--- src/rtl/wb_regfile_sb_pkg.sv ---
// Shared constants and types for the write-back register file and its scoreboard.
// Widths here match the WB result bus and the architectural register count.
package wb_regfile_sb_pkg;

  localparam int unsigned DATA_W = 16;
  localparam int unsigned NREGS  = 16;
  localparam int unsigned ADDR_W = $clog2(NREGS);

  typedef logic [ADDR_W-1:0] reg_idx_t;
  typedef logic [DATA_W-1:0] word_t;
  typedef logic [NREGS-1:0]  reg_vec_t;

  // One-hot decode of a register index into a per-register vector.
  function automatic reg_vec_t onehot(input reg_idx_t idx);
    reg_vec_t vec;
    vec      = '0;
    vec[idx] = 1'b1;
    return vec;
  endfunction

endpackage

--- src/rtl/wb_regfile_sb_scoreboard.sv ---
// Pending-write scoreboard: tracks registers with a writer in flight and stalls
// decode on RAW/WAW hazards that the same-cycle write-back cannot resolve.
module wb_scoreboard
  import wb_regfile_sb_pkg::*;
#(
  parameter bit ZERO_REG = 1'b1
) (
  input  logic              clk,
  input  logic              rst_n,
  input  logic              wb_we,
  input  logic [ADDR_W-1:0] wb_addr,
  input  logic [ADDR_W-1:0] rs1_addr,
  input  logic [ADDR_W-1:0] rs2_addr,
  input  logic              issue_vld,
  input  logic              issue_we,
  input  logic [ADDR_W-1:0] issue_rd,
  output logic              stall,
  output logic [NREGS-1:0]  pending
);

  reg_vec_t pending_q, pending_d;
  reg_vec_t hz_vec;
  reg_vec_t set_vec, clr_vec;
  logic     issue_acc;

  // A register is a hazard only if pending and not being written back this cycle;
  // a same-cycle write-back is forwarded by the bypass in the top.
  always_comb begin
    hz_vec = '0;
    for (int i = 0; i < NREGS; i++) begin
      hz_vec[i] = pending_q[i] && !(wb_we && (wb_addr == reg_idx_t'(i)));
    end
  end

  always_comb begin
    stall = issue_vld && (hz_vec[rs1_addr] || hz_vec[rs2_addr] ||
                          (issue_we && hz_vec[issue_rd]));
    issue_acc = issue_vld && !stall;
  end

  always_comb begin
    set_vec = '0;
    clr_vec = '0;
    if (issue_acc && issue_we) set_vec = onehot(issue_rd);
    if (wb_we)                 clr_vec = onehot(wb_addr);
    // Set wins over clear: a new writer is in flight after the old one retires.
    pending_d = (pending_q & ~clr_vec) | set_vec;
    if (ZERO_REG) pending_d[0] = 1'b0;
  end

  always_ff @(posedge clk or negedge rst_n) begin
    if (!rst_n) begin
      pending_q <= '0;
    end else begin
      pending_q <= pending_d;
    end
  end

  assign pending = pending_q;

`ifndef SYNTHESIS
  stall_needs_issue: assert property (@(posedge clk) disable iff (!rst_n)
    stall |-> issue_vld);
  zero_never_pending: assert property (@(posedge clk) disable iff (!rst_n)
    ZERO_REG |-> !pending_q[0]);
`endif

endmodule

--- src/rtl/wb_regfile_sb.sv ---
// Write-back register file: commits WB results, serves two bypassed read ports
// to decode, and hosts the pending-write scoreboard that stalls issue.
module wb_regfile_sb
  import wb_regfile_sb_pkg::*;
#(
  parameter bit ZERO_REG = 1'b1
) (
  input  logic              clk,
  input  logic              rst_n,
  input  logic              wb_we,
  input  logic [ADDR_W-1:0] wb_addr,
  input  logic [DATA_W-1:0] wb_data,
  input  logic [ADDR_W-1:0] rs1_addr,
  input  logic [ADDR_W-1:0] rs2_addr,
  output logic [DATA_W-1:0] rs1_data,
  output logic [DATA_W-1:0] rs2_data,
  input  logic              issue_vld,
  input  logic              issue_we,
  input  logic [ADDR_W-1:0] issue_rd,
  output logic              stall,
  output logic [NREGS-1:0]  pending
);

  word_t regs_q [NREGS];
  logic  wb_commit;

  assign wb_commit = wb_we && !(ZERO_REG && (wb_addr == '0));

  always_ff @(posedge clk or negedge rst_n) begin
    if (!rst_n) begin
      for (int i = 0; i < NREGS; i++) begin
        regs_q[i] <= '0;
      end
    end else if (wb_commit) begin
      regs_q[wb_addr] <= wb_data;
    end
  end

  // Zero register beats the bypass, which beats the stored value.
  function automatic word_t read_port(input reg_idx_t addr, input logic we,
                                      input reg_idx_t waddr, input word_t wdata,
                                      input word_t stored);
    if (ZERO_REG && (addr == '0)) return '0;
    if (we && (waddr == addr))    return wdata;
    return stored;
  endfunction

  always_comb begin
    rs1_data = read_port(rs1_addr, wb_we, wb_addr, wb_data, regs_q[rs1_addr]);
    rs2_data = read_port(rs2_addr, wb_we, wb_addr, wb_data, regs_q[rs2_addr]);
  end

  wb_scoreboard #(
    .ZERO_REG (ZERO_REG)
  ) u_scoreboard (
    .clk       (clk),
    .rst_n     (rst_n),
    .wb_we     (wb_we),
    .wb_addr   (wb_addr),
    .rs1_addr  (rs1_addr),
    .rs2_addr  (rs2_addr),
    .issue_vld (issue_vld),
    .issue_we  (issue_we),
    .issue_rd  (issue_rd),
    .stall     (stall),
    .pending   (pending)
  );

endmodule

--- config.mk ---
export PLATFORM = sky130hd
export DESIGN_NAME = wb_regfile_sb
export DESIGN_NICKNAME = d
export VERILOG_FILES = /design/src/rtl/wb_regfile_sb_pkg.sv /design/src/rtl/wb_regfile_sb_scoreboard.sv /design/src/rtl/wb_regfile_sb.sv
export SDC_FILE = /design/constraint.sdc
export NUM_CORES = 1
export LEC_CHECK = 0
export BUFFER_PORTS_ARGS = -buffer_cell sky130_fd_sc_hd__buf_2
export CORE_MARGIN = 1.5
export CORE_UTILIZATION = 62
export DETAILED_ROUTE_END_ITERATION = 6
export PLACE_DENSITY = 0.86
export SYNTH_ARGS = -nofsm -noshare
export SYNTH_HDL_FRONTEND = slang
export SYNTH_SLANG_ARGS = --single-unit
--- constraint.sdc ---
create_clock -name clk -period 4.21 [get_ports clk]
set_clock_uncertainty 0.15 [all_clocks]
set_input_delay 0.842 -clock clk [delete_from_list [all_inputs] [get_ports clk]]
set_output_delay 0.842 -clock clk [all_outputs]
set_load 0.05 [all_outputs]
; ---- Yosys cells after proc, flatten, opt, wreduce, memory -nomap -nowiden
; Index checks and enable logic that the tools add are counted.
[op_classes]
addsub = 0
mul = 0
div_mod_pow = 0
n_lt_le_gt_ge = 10
eq_ne = 17
shift = 0
muxes = 35
bitwise = 6
reduce_logical = 62
[ops]
columns = operator, count
row1 = bitwise mux 256 bit, 1
row2 = 2-to-1 mux 16 bit, 15
row3 = binary-select mux 16 bit (select 4 bit), 2
row4 = demux 16 bit (select 4 bit), 1
row5 = logical AND 1 bit, 40
row6 = equality test 4 bit (second input constant), 8
row7 = < comparator 4 x 5 -> 1 bit (second input constant), 4
row8 = zero test 1 bit, 17
row9 = bitwise AND 16 bit, 1
row10 = equality test 4 x 3 -> 1 bit (second input constant), 4
row11 = NOT 16 bit, 1
row12 = OR 16 bit, 1
row13 = >= comparator 5 bit (second input constant), 3
row14 = NOT 4 -> 5 bit, 3
row15 = binary-select mux 1 bit (select 4 bit), 3
row16 = zero test 4 bit, 3
row17 = 2-to-1 mux 1 bit, 11
row18 = demux 1 bit (select 4 bit), 2
row19 = equality test 4 x 2 -> 1 bit (second input constant), 2
row20 = equality test 4 bit, 2
row21 = >= comparator 4 x 1 -> 1 bit (second input constant), 2
row22 = < comparator 5 x 1 -> 1 bit (second input constant), 1
row23 = equality test 4 x 1 -> 1 bit (second input constant), 1
row24 = logical OR 1 bit, 2
[word_totals]
ff_bits = 271
latch_bits = 0
mem_bits_rw = 0
rom_bits = 0
inputBits = 37
memories = 0

; ---- Longest topological paths before layout
; Gate-level depths: netlist of run 1.
[depth]
ltp_word = 14
ltp_mapped = 10

; ---- Cells and area by module
; Synthesis of run 1 repeated with hierarchy kept, for this count alone.
[hier_totals]
hier_cells = 1191
area_unflattened_um2 = 15295.9
[modules_own_cells]
columns = mod, instances, cells_each, area_per_inst_um2, seq_area_each_um2
row1 = wb_regfile_sb, 1, 1048, 14037.2, 6406.1
row2 = wb_scoreboard, 1, 143, 1258.7, 375.4

; ---- Least setup slack after synthesis of run 1
; Ideal clock, no wire load.
[synth_timing]
path_type = input-to-output
startpoint = input rs1_addr[0]
endpoint = output rs1_data[10]
arrival_time_ps = 2903
t_required_ps = 3218
slack_ps = 315
path_stages = 8
cell_sequence = buf_2 > buf_2 > buf_2 > xnor2_1 > nand3_1 > buf_2 > mux2i_1 > nor2_1
[synth_via]
elab_chain_cells = 6
[synth_lines]
columns = element, line_no
row1 = "start, declared", wb_regfile_sb.sv:13  ; input logic [ADDR_W-1:0] rs1_addr,
row2 = NOT 4 -> 5 bit (implied by the code) or equality test 4 bit (tied branches), "wb_regfile_sb.sv:49, wb_regfile_sb.sv:44"
row3 = binary-select mux 16 bit (select 4 bit) or logical AND 1 bit (tied branches), "wb_regfile_sb.sv:49, wb_regfile_sb.sv:44"
row4 = 2-to-1 mux 16 bit (implied by the code) or 2-to-1 mux 1 bit (tied branches) (2 in series), "wb_regfile_sb.sv:49, wb_regfile_sb.sv:44"
row5 = 2-to-1 mux 16 bit, wb_regfile_sb.sv:45  ; return stored;
row6 = 2-to-1 mux 16 bit (*), wb_regfile_sb.sv:44  ; if (we && (waddr == addr)) return wdata;
row7 = "end, declared", wb_regfile_sb.sv:15  ; output logic [DATA_W-1:0] rs1_data,
; Every way passes the cells marked *; elsewhere a longest branch is shown, timed or not. The select of a mux whose other input is x is not followed.

; ---- Worst setup path after layout of run 1
[layout_timing]
startpoint = input rs1_addr[0]
endpoint = output rs1_data[14]
; The elaborated chain is that of the path after synthesis.

==> out/results.tsv, run 1 <==
metric	value	unit
outcome	finished with violations	
violated checks	DRC	
port buffer count	84	
CP startpoint kind	input pin	
I/O Pins	86	
CTS max path bufs	3	
first-pass GRT wire length	66.7	mm
total track usage	34.4	%
maximum VDD drop	0.342	mV
fmax	240	MHz
Chip Width	160	µm
max-cap check violation count	0	
Pins Over Slew Limit	0	
PostCTS Resize Cnt	0	
Fin Setup TNS	0	ns
DRC Markers	1	
GPL Wtd Cong	0.973	
Rows	57	
Synth cell types	52	
number of iterations in the first detailed-routing pass	7	
Post-DRT Antenna Nets	0	
Die Footprint	25700	µm²
Post-CTS Setup Repair Bufs	0	
initial antenna violation count	2	
CTS tree	done	
core area	24300	µm²
RSZ-0062 raised after global routing	no	
P&R area growth vs syn	12.1	%
Final setup viols	0	
dpl hpwl	26.3	mm
final WL	43.2	mm
htree depth	1	
per-cell routed wire length	29.1	µm
Root Driver	clkbuf_16	
Worst setup EP type	output pin	
share of the synthesized area in the top cell type	44.2	%
Gate Count Post-Synth	1088	
grt met1 use	43.3	%
DRT iter0 DRCs	1423	
Inst Count DP	1435	
setup ws final	0.0515	ns
dpl ws	0.0896	ns
vias per cell	7.34	
Max stage delay on crit path	0.51	ns
worst-skew pair later-pin latency	0.54	ns
Power Density	507	nW/µm²
CP max FO	24	
CP arrival	3.17	ns
synthesized flop and latch total	271	
final worst-path cycle share	98.8	%
FFs w/ async S/R, synth	100	%
commonest non-fill, non-tap cells in the layout	271 x dfrtp_1, 224 x mux2_2, 160 x mux4_2	
Worst-path clk slew	0.06	ns
number of flops mapped to enable cells by yosys	0	
Slew headroom	35.4	%
clk sink count	271	
post-synth net total	1125	
Slew @ Worst Pin	0.966	ns
Post-synth top flop	dfrtp_1	
final non-filler cell area	17200	µm²
Hold Crit Class	in -> async	
Starting Density	63.1	%
top post-synthesis cells by area	dfrtp_1 44%, mux4_2 23%, mux2_2 16%	
Layout Utilization	70.7	%
layout cells sized above 1	51.0	%
Final min period	4.16	ns
GR Layer Usage met3	6.66	%
cts hold-fix bufs	0	
most common cell after layout, fill and taps aside	dfrtp_1	
placed inst area	16200	µm²
crit path max-delay cell type	mux4_2	
crit-path cells	buf_4 -> buf_12 -> mux4_2 -> mux4_2 -> mux2i_1 -> nor2_1 -> buf_2	
Yosys Warn Count	0	
leading area contributor after synthesis	dfrtp_1	
busiest metal layer after global routing	met2	
Leak	0.00746	µW
met2 GRT Util	54.1	%
total grt overflow	0	
number of global-route vias before repair	11401	
synthesized area	15300	µm²
routed vias	10894	
TritonCTS buffer count	27	
Worst EP required	3.22	ns
largest net degree at the start of global routing	99	
die outline height	160	µm
Mean Syn Cell Area	14.1	µm²
Final Net Count	1177	
Seq/Total Area, Yosys	44.2	%
Final Non-Filler Cells	1485	
Crit Path Class	in -> out	
Most common cell on crit path	mux4_2	
Fin. Hold Viols	0	
-- critical path: cells and delay by family --
kind	cells	cell delay (ns)
muxes	3	1.29
buffers and inverters	3	0.88
and+or+nand+nor	1	0.11
-- cell families after synthesis --
family,synth area share (%)
buffers and inverters,4.04
muxes,42.2
xor gates and xnor gates,0.571
other,0.0244
and+or+nand+nor,5.81
AOI/OAI and AO/OA,3.16
DFF,44.2
-- final timing paths --
path	from	slack, ns	depth (start not counted)	end
max reg2reg	u_scoreboard.pending[2]	2.09	7	u_scoreboard.pending[9]
max	rs1_addr[0]	0.05	7	rs1_data[14]
max in group asynchronous	rst_n	2.73	2	regs_q[93]
min reg2reg	regs_q[241]	0.25	0	regs_q[241]
min in group clk	regs_q[241]	0.25	0	regs_q[241]
min	rst_n	0.18	1	u_scoreboard.pending[3]
-- cell type report --
type / count / area [µm²]
sequential: 271 / 6780
clock inverter: 16 / 221
timing repair buffer: 143 / 1030
tap: 324 / 405
inverter: 11 / 41.3
antenna: 1 / 2.50
clock buffer: 33 / 738
fill: 1481 / 7120
multi-input combinational: 686 / 7980
-- metrics by stage --
step | power [µW] | hold slack, ns
2_1_floorplan | 5380 | 0.291
3_3_place_gp | 5920 | 0.228
3_5_place_dp | 6070 | 0.232
4_1_cts | 8690 | 0.212
5_1_grt | 9010 | 0.245
6_report | 8710 | 0.179
-- routing by layer --
layer	vias up	share of wire, %
li1	4265	-
met3	233	9.9
met2	806	48
met4	2	7.5
met5	-	0.030
met1	5588	35
-- synthesized netlist by cell type (7+ instances only) --
library cell	n
mux2_2	224
nor3_1	9
nand2_1	72
o211ai_1	10
dfrtp_1	271
inv_1	9
buf_2	36
nor4_1	11
mux4_2	160
mux2i_1	35
nand2b_1	7
o21ai_1	13
nor2_1	48
o21ai_0	10
nand4_1	17
clkbuf_1	65
nand3_1	10
buf_6	8
-- report_power, final --
group	internal [µW]	total (µW)	switching, µW
logic	1230	2470	1250
registers	3170	3640	473
clock network	1560	2600	1040
total	5950	8710	2760
-- state kept, by name (all words and copies together) (netlist names) --
register              flops
regs_q                  256
u_scoreboard.pending     15
Note: power is estimated with default switching activity, not from simulation.
==> run 2, diff against run 1 <==
CELL_PAD_IN_SITES_DETAIL_PLACEMENT = 0   (was unset)
CELL_PAD_IN_SITES_GLOBAL_PLACEMENT = 1   (was unset)
CORE_UTILIZATION = 52   (was 62)
==> run 2 against run 1 <==
The flow now finishes without violations. Cell area up 0.15%. Worst setup slack better by 0.23 ns. Combinational power down 2%. Utilization down 11 points. Critical path depth unchanged. Critical path type unchanged. Total power down 2.4%. Die area up 19%. Hold slack worse by 0.013 ns. First-iteration DRC count down 23%. Sequential share of layout area down 0.060 points.
==> out/results.tsv, run 2 (same netlist as run 1, synthesis figures left out) <==
metric	value	unit	change
outcome	finished clean		
Clk pwr share	28.9	%	-0.9 points
sw power	2690	µW	-2.6%
worst-skew pair later-pin latency	0.55	ns	about the same
Power Density	494	nW/µm²	-2.6%
critical path launch point	rs1_addr[0]		
Post-DRT Antenna Nets	0		unchanged
sequential share of power	42.7	%	+0.9 points
port buffer count	84		unchanged
layout cells sized above 1	51.0	%	about the same
cts hold-fix bufs	0		unchanged
max-cap check violation count	0		unchanged
Root Driver	clkbuf_16		
dpl ws	0.294	ns	+0.205 ns
final WL	42.7	mm	-0.99%
Worst setup EP type	output pin		
fmax	254	MHz	+5.8%
CP arrival	2.94	ns	-0.23 ns
Leak	0.00744	µW	-0.25%
Crit Path Class	in -> out		
Worst-path clk slew	0.06	ns	about the same
number of iterations in the first detailed-routing pass	5		-2
Slew @ Worst Pin	0.903	ns	-0.0630 ns
final worst-path cycle share	93.4	%	-5.4 points
CTS max path bufs	3		unchanged
Final min period	3.93	ns	-0.227 ns
Sw Ratio	31.6	%	-0.049 points
core area	28900	µm²	+19%
max reg flops	256		unchanged
total grt overflow	0		unchanged
vias per cell	6.74		-8.1%
per-cell routed wire length	27.6	µm	-5.2%
number of global-route vias before repair	10907		-4.3%
worst r2r src	u_scoreboard.pending[6]		
routed vias	10460		-4.0%
DRT iter0 DRCs	1089		-23%
setup ws final	0.279	ns	+0.227 ns
total track usage	28.9	%	-5.5 points
Starting Density	53.2	%	-9.9 points
Fin. Hold Viols	0		unchanged
final non-filler cell area	17200	µm²	+0.15%
die outline height	175	µm	+9.0%
GPL Wtd Cong	0.927		-4.7%
clk sink count	271		unchanged
Final Net Count	1183		+0.51%
CTS tree	done		
CP startpoint kind	input pin		
Chip Width	175	µm	+9.0%
most common cell after layout, fill and taps aside	dfrtp_1		
Pint	5810	µW	-2.3%
TritonCTS buffer count	28		+3.7%
P&R area growth vs syn	12.3	%	
dpl hpwl	27.1	mm	+3.2%
Most flops, register	regs_q		
Pins Over Slew Limit	0		unchanged
largest net degree at the start of global routing	112		+13%
placed inst area	16300	µm²	+0.46%
DRC Markers	0		-1
commonest non-fill, non-tap cells in the layout	271 x dfrtp_1, 224 x mux2_2, 160 x mux4_2		
Final setup viols	0		unchanged
Fill cells	2229		+51%
Slew headroom	39.8	%	+4.4 points
RSZ-0062 raised after global routing	no		
CP max FO	36		+50%
initial antenna violation count	3		+1
maximum VDD drop	0.325	mV	-4.8%
PostCTS Resize Cnt	0		unchanged
Post-CTS Setup Repair Bufs	0		unchanged
area of the multi-input gates	7980	µm²	unchanged
Logic pwr share	28.5	%	about the same
setup slack, reg-to-reg	2.10	ns	about the same
htree depth	1		unchanged
Worst EP required	3.22	ns	about the same
I/O Pins	86		unchanged
Die Footprint	30600	µm²	+19%
Fin Setup TNS	0	ns	unchanged
Hold Crit Class	in -> async		
first-pass GRT wire length	66.4	mm	-0.37%
FF/Latch Area	6780	µm²	unchanged
Rows	62		+8.8%
-- run 2: path summary, 6_finish.rpt --
| check | endpoint | cells after the start |
|---|---|---|
| min in group clk | regs_q[240] | 0 |
| max in group asynchronous | regs_q[175] | 2 |
| min | u_scoreboard.pending[4] | 1 |
| max | rs1_data[9] | 7 |
| min reg2reg | regs_q[240] | 0 |
| max reg2reg | u_scoreboard.pending[15] | 6 |
-- run 2: worst max-delay path, stage by stage --
cell and delay (ns):
buf_4 0.21, buf_12 0.29, mux4_2 0.54, mux4_2 0.48, mux2i_1 0.24, nor2_1 0.07, buf_2 0.21
-- run 2: per-layer routing --
| metal | up-vias | wire, µm | GRT usage (%) |
|---|---|---|---|
| li1 | 4286 | - | - |
| met1 | 5564 | 16900 | 38.9 |
| met2 | 496 | 21000 | 46.8 |
| met3 | 112 | 3180 | 4.94 |
| met4 | 2 | 1680 | 11.9 |
| met5 | - | 15 | 0 |
-- run 2: power by group through the flow --
stage                     registers, µW  clock network (µW)  logic [µW]
after detailed placement           3640                   0        2410
after global placement             3590                   0        2360
final                              3630                2450        2420
after global routing               3690                2610        2550
after CTS                          3610                2500        2420
after floorplan                    3570                   0        1810
-- run 2: area by class of cell --
cell class,count,area share [%]
multi-input cells,686,46.3
flip-flops and latches,271,39.4
repair buffers,148,6.00
clock buffers,40,4.80
well taps,384,2.79
clock inverters,9,0.472
inverters,11,0.240
diodes,2,0.0291
-- run 2: per-stage QoR --
stage	std cells	power [µW]	utilization, %	hold WS (ns)
floorplan	1088	5380	-	0.291
global placement	1500	5940	56.5	0.226
detailed placement	1500	6060	56.5	0.233
CTS	1549	8530	59.7	0.247
global route	1549	8850	59.7	0.262
finish	1551	8500	59.7	0.167
==> run 3, diff against run 2 <==
--- a/config.mk
+++ b/config.mk
@@ -6,12 +6,13 @@
 export NUM_CORES = 1
 export LEC_CHECK = 0
-export BUFFER_PORTS_ARGS = -buffer_cell sky130_fd_sc_hd__buf_2
 export CELL_PAD_IN_SITES_DETAIL_PLACEMENT = 0
 export CELL_PAD_IN_SITES_GLOBAL_PLACEMENT = 1
 export CORE_MARGIN = 1.5
-export CORE_UTILIZATION = 52
+export CORE_UTILIZATION = 53
 export DETAILED_ROUTE_END_ITERATION = 6
-export PLACE_DENSITY = 0.86
+export DONT_BUFFER_PORTS = 1
+export PLACE_DENSITY = 0.85
 export SYNTH_ARGS = -nofsm -noshare
 export SYNTH_HDL_FRONTEND = slang
+export SYNTH_HIERARCHICAL = 1
 export SYNTH_SLANG_ARGS = --single-unit
--- a/constraint.sdc
+++ b/constraint.sdc
@@ -3,3 +3,3 @@
 set_input_delay 0.842 -clock clk [delete_from_list [all_inputs] [get_ports clk]]
 set_output_delay 0.842 -clock clk [all_outputs]
-set_load 0.05 [all_outputs]
+set_load 0.02 [all_outputs]
==> run 3 against run 2 <==
The flow now finishes with violations (DRC, hold timing). Synthesized area is 0.33% lower. Worst setup slack gained 0.088 ns. Hold slack lost 0.33 ns. Critical endpoint is now stall. Largest power group unchanged. Sequential cell count unchanged. Cell area shrank 4.1%.
==> out/results.tsv, run 3 <==
metric	value	unit	change
outcome	finished with violations		
violated checks	DRC, hold timing		
max-cap check violation count	0		unchanged
setup slack, reg-to-reg	1.59	ns	-0.51 ns
first-pass GRT wire length	67.1	mm	+1.1%
P&R area growth vs syn	7.95	%	
Worst-path clk slew	0.07	ns	about the same
Slew headroom	21.5	%	-18 points
die outline height	173	µm	-1.1%
Gate Count Post-Synth	1191		+9.5%
area of the multi-input gates	7880	µm²	-1.3%
htree depth	1		unchanged
Power Density	483	nW/µm²	-2.1%
final worst-path cycle share	91.3	%	-2.1 points
Post-CTS Setup Repair Bufs	0		unchanged
Worst setup EP type	output pin		
Crit Path Class	in -> out		
Worst R2R Path Depth	7		+1
r2r endpoint	u_scoreboard/pending[11]		
fmax	260	MHz	+2.3%
Fin. Hold Viols	271		+271
crit path max-delay cell type	o311ai_1		
Worst EP required	3.22	ns	about the same
port buffer count	0		-100%
max reg flops	256		unchanged
share of the synthesized area in the top cell type	44.3	%	+0.14 points
Hold Crit Class	in -> async		
total track usage	29.3	%	+0.46 points
CP arrival	2.85	ns	-0.09 ns
Most flops, register	regs_q		
Yosys Warn Count	6		+6
CTS max path bufs	3		unchanged
DRT iter0 DRCs	1256		+15%
maximum VDD drop	0.405	mV	+25%
Final Net Count	1179		-0.34%
initial antenna violation count	0		-3
dpl ws	0.406	ns	+0.112 ns
clk sink count	271		unchanged
Final min period	3.84	ns	-0.0881 ns
Slew @ Worst Pin	1.18	ns	+0.275 ns
CTS tree	done		
synthesized flop and latch total	271		unchanged
Starting Density	53.6	%	+0.40 points
number of global-route vias before repair	10948		+0.38%
Fin Setup TNS	0	ns	unchanged
TritonCTS buffer count	29		+3.6%
worst-skew pair later-pin latency	0.55	ns	about the same
GPL Wtd Cong	0.832		-10%
dpl hpwl	25.5	mm	-6.0%
total grt overflow	0		unchanged
Post-DRT Antenna Nets	0		unchanged
# diodes	0		-2
Leak	0.00690	µW	-7.3%
I/O Pins	86		unchanged
Die Footprint	29900	µm²	-2.2%
synthesized area	15300	µm²	-0.33%
Root Driver	clkbuf_16		
Pins Over Slew Limit	0		unchanged
most common cell after layout, fill and taps aside	dfrtp_1		
CP max FO	10		-72%
post-synth net total	1228		+9.2%
crit-path cells	nand3_1 -> o21ai_1 -> mux2i_1 -> o311ai_0 -> or3_1 -> o311ai_1 -> and2_1		
FFs w/ async S/R, synth	100	%	unchanged
Max stage delay on crit path	0.59	ns	+0.05 ns
commonest non-fill, non-tap cells in the layout	271 x dfrtp_1, 220 x mux2_2, 137 x mux2i_1		
largest net degree at the start of global routing	272		+140%
WHS	-0.163	ns	-0.330 ns
number of iterations in the first detailed-routing pass	7		+2
Final setup viols	0		unchanged
placed inst area	15500	µm²	-4.8%
CP startpoint kind	input pin		
Chip Width	173	µm	-1.1%
routed vias	10833		+3.6%
DRC Markers	3		+3
Synth cell types	56		+7.7%
Rows	62		unchanged
layout cells sized above 1	34.8	%	-16 points
PostCTS Resize Cnt	0		unchanged
Seq/Total Area, Yosys	44.3	%	+0.14 points
vias per cell	7.00		+3.8%
FF/Latch Area	6780	µm²	unchanged
per-cell routed wire length	28.3	µm	+2.5%
worst r2r src	u_scoreboard/pending[12]		
final WL	43.7	mm	+2.3%
setup ws final	0.367	ns	+0.0881 ns
top post-synthesis cells by area	dfrtp_1 44%, mux2_2 16%, mux4_2 9.4%		
core area	28500	µm²	-1.1%
Mean Syn Cell Area	12.8	µm²	-8.9%
Post-synth top flop	dfrtp_1		
commonest cells in the netlist	271 x dfrtp_1, 220 x mux2_2, 137 x mux2i_1		
Fill cells	2327		+4.4%
most common cell in the netlist	dfrtp_1		
leading area contributor after synthesis	dfrtp_1		
number of flops mapped to enable cells by yosys	0		unchanged
Tot Pwr	7980	µW	-6.2%
RSZ-0062 raised after global routing	no		
final non-filler cell area	16500	µm²	-4.1%
-- run 3: changes by cell type in the layout (fill, tap and decap cells not counted), moves of 11 or more --
cell and change:
a211oi_1 +28, mux2i_1 +102, buf_4 -11, nand4_1 -16, buf_2 -79, o41ai_1 +16
nor2_1 -34, o22ai_1 +64, mux2_1 +13, a31oi_1 +31, nand3_1 +24, nand2_1 -62
mux4_2 -96, o31ai_1 +31
-- run 3: per-layer routing --
| layer | up-vias | routed length, µm | global-route usage (%) |
|---|---|---|---|
| met3 | 102 | 4030 | 5.36 |
| met2 | 608 | 20300 | 46.0 |
| li1 | 4504 | - | - |
| met4 | 0 | 1270 | 9.20 |
| met5 | - | 0 | 0 |
| met1 | 5619 | 18100 | 41.6 |
-- run 3: area by class of cell --
cell class                 instances  share of cell area (%)
multi-input combinational        788                    47.7
sequential                       271                    41.1
clock buffer                      44                    5.22
inverter                           3                  0.0682
tap                              384                    2.91
timing repair buffer              49                    2.30
clock inverter                     8                   0.727
-- run 3: where the power goes --
group / internal (µW) / switching (µW) / leakage, µW / total [µW]
clock network: 1580 / 1040 / 0.000478 / 2630
registers: 3180 / 459 / 0.00337 / 3640
logic: 1010 / 709 / 0.00306 / 1710
total: 5770 / 2210 / 0.00690 / 7980
-- run 3: cells by family after synthesis --
| family | Yosys count | share of synthesized area, % |
|---|---|---|
| multiplexers | 444 | 36.5 |
| AND/OR/NAND/NOR | 115 | 4.30 |
| flip-flops | 271 | 44.3 |
| buffers and inverters | 132 | 4.27 |
| XOR/XNOR | 8 | 0.458 |
| AO/OA/AOI/OAI | 220 | 10.1 |
| other | 1 | 0.0245 |
-- run 3: worst max path at each step --
stage | start | end | slack, ns | cells past startpoint
after floorplan | issue_rd[0] | stall | 0.69 | 6
after global placement | wb_addr[2] | stall | 0.40 | 7
after detailed placement | wb_addr[2] | stall | 0.41 | 7
after CTS | wb_addr[2] | stall | 0.40 | 7
after global routing | wb_addr[2] | stall | 0.21 | 7
final | wb_addr[2] | stall | 0.37 | 7
-- run 3: worst max-delay path: cells and delay by family --
| kind | cells | cell delay [ns] |
|---|---|---|
| multiplexers | 1 | 0.15 |
| AND/OR/NAND/NOR | 3 | 0.92 |
| AO/OA/AOI/OAI | 3 | 0.94 |
-- run 3: per-stage QoR --
step	utilization, %	std cells
floorplan	-	1191
global placement	54.4	1495
detailed placement	54.4	1495
CTS	57.8	1547
global route	57.8	1547
finish	57.8	1547
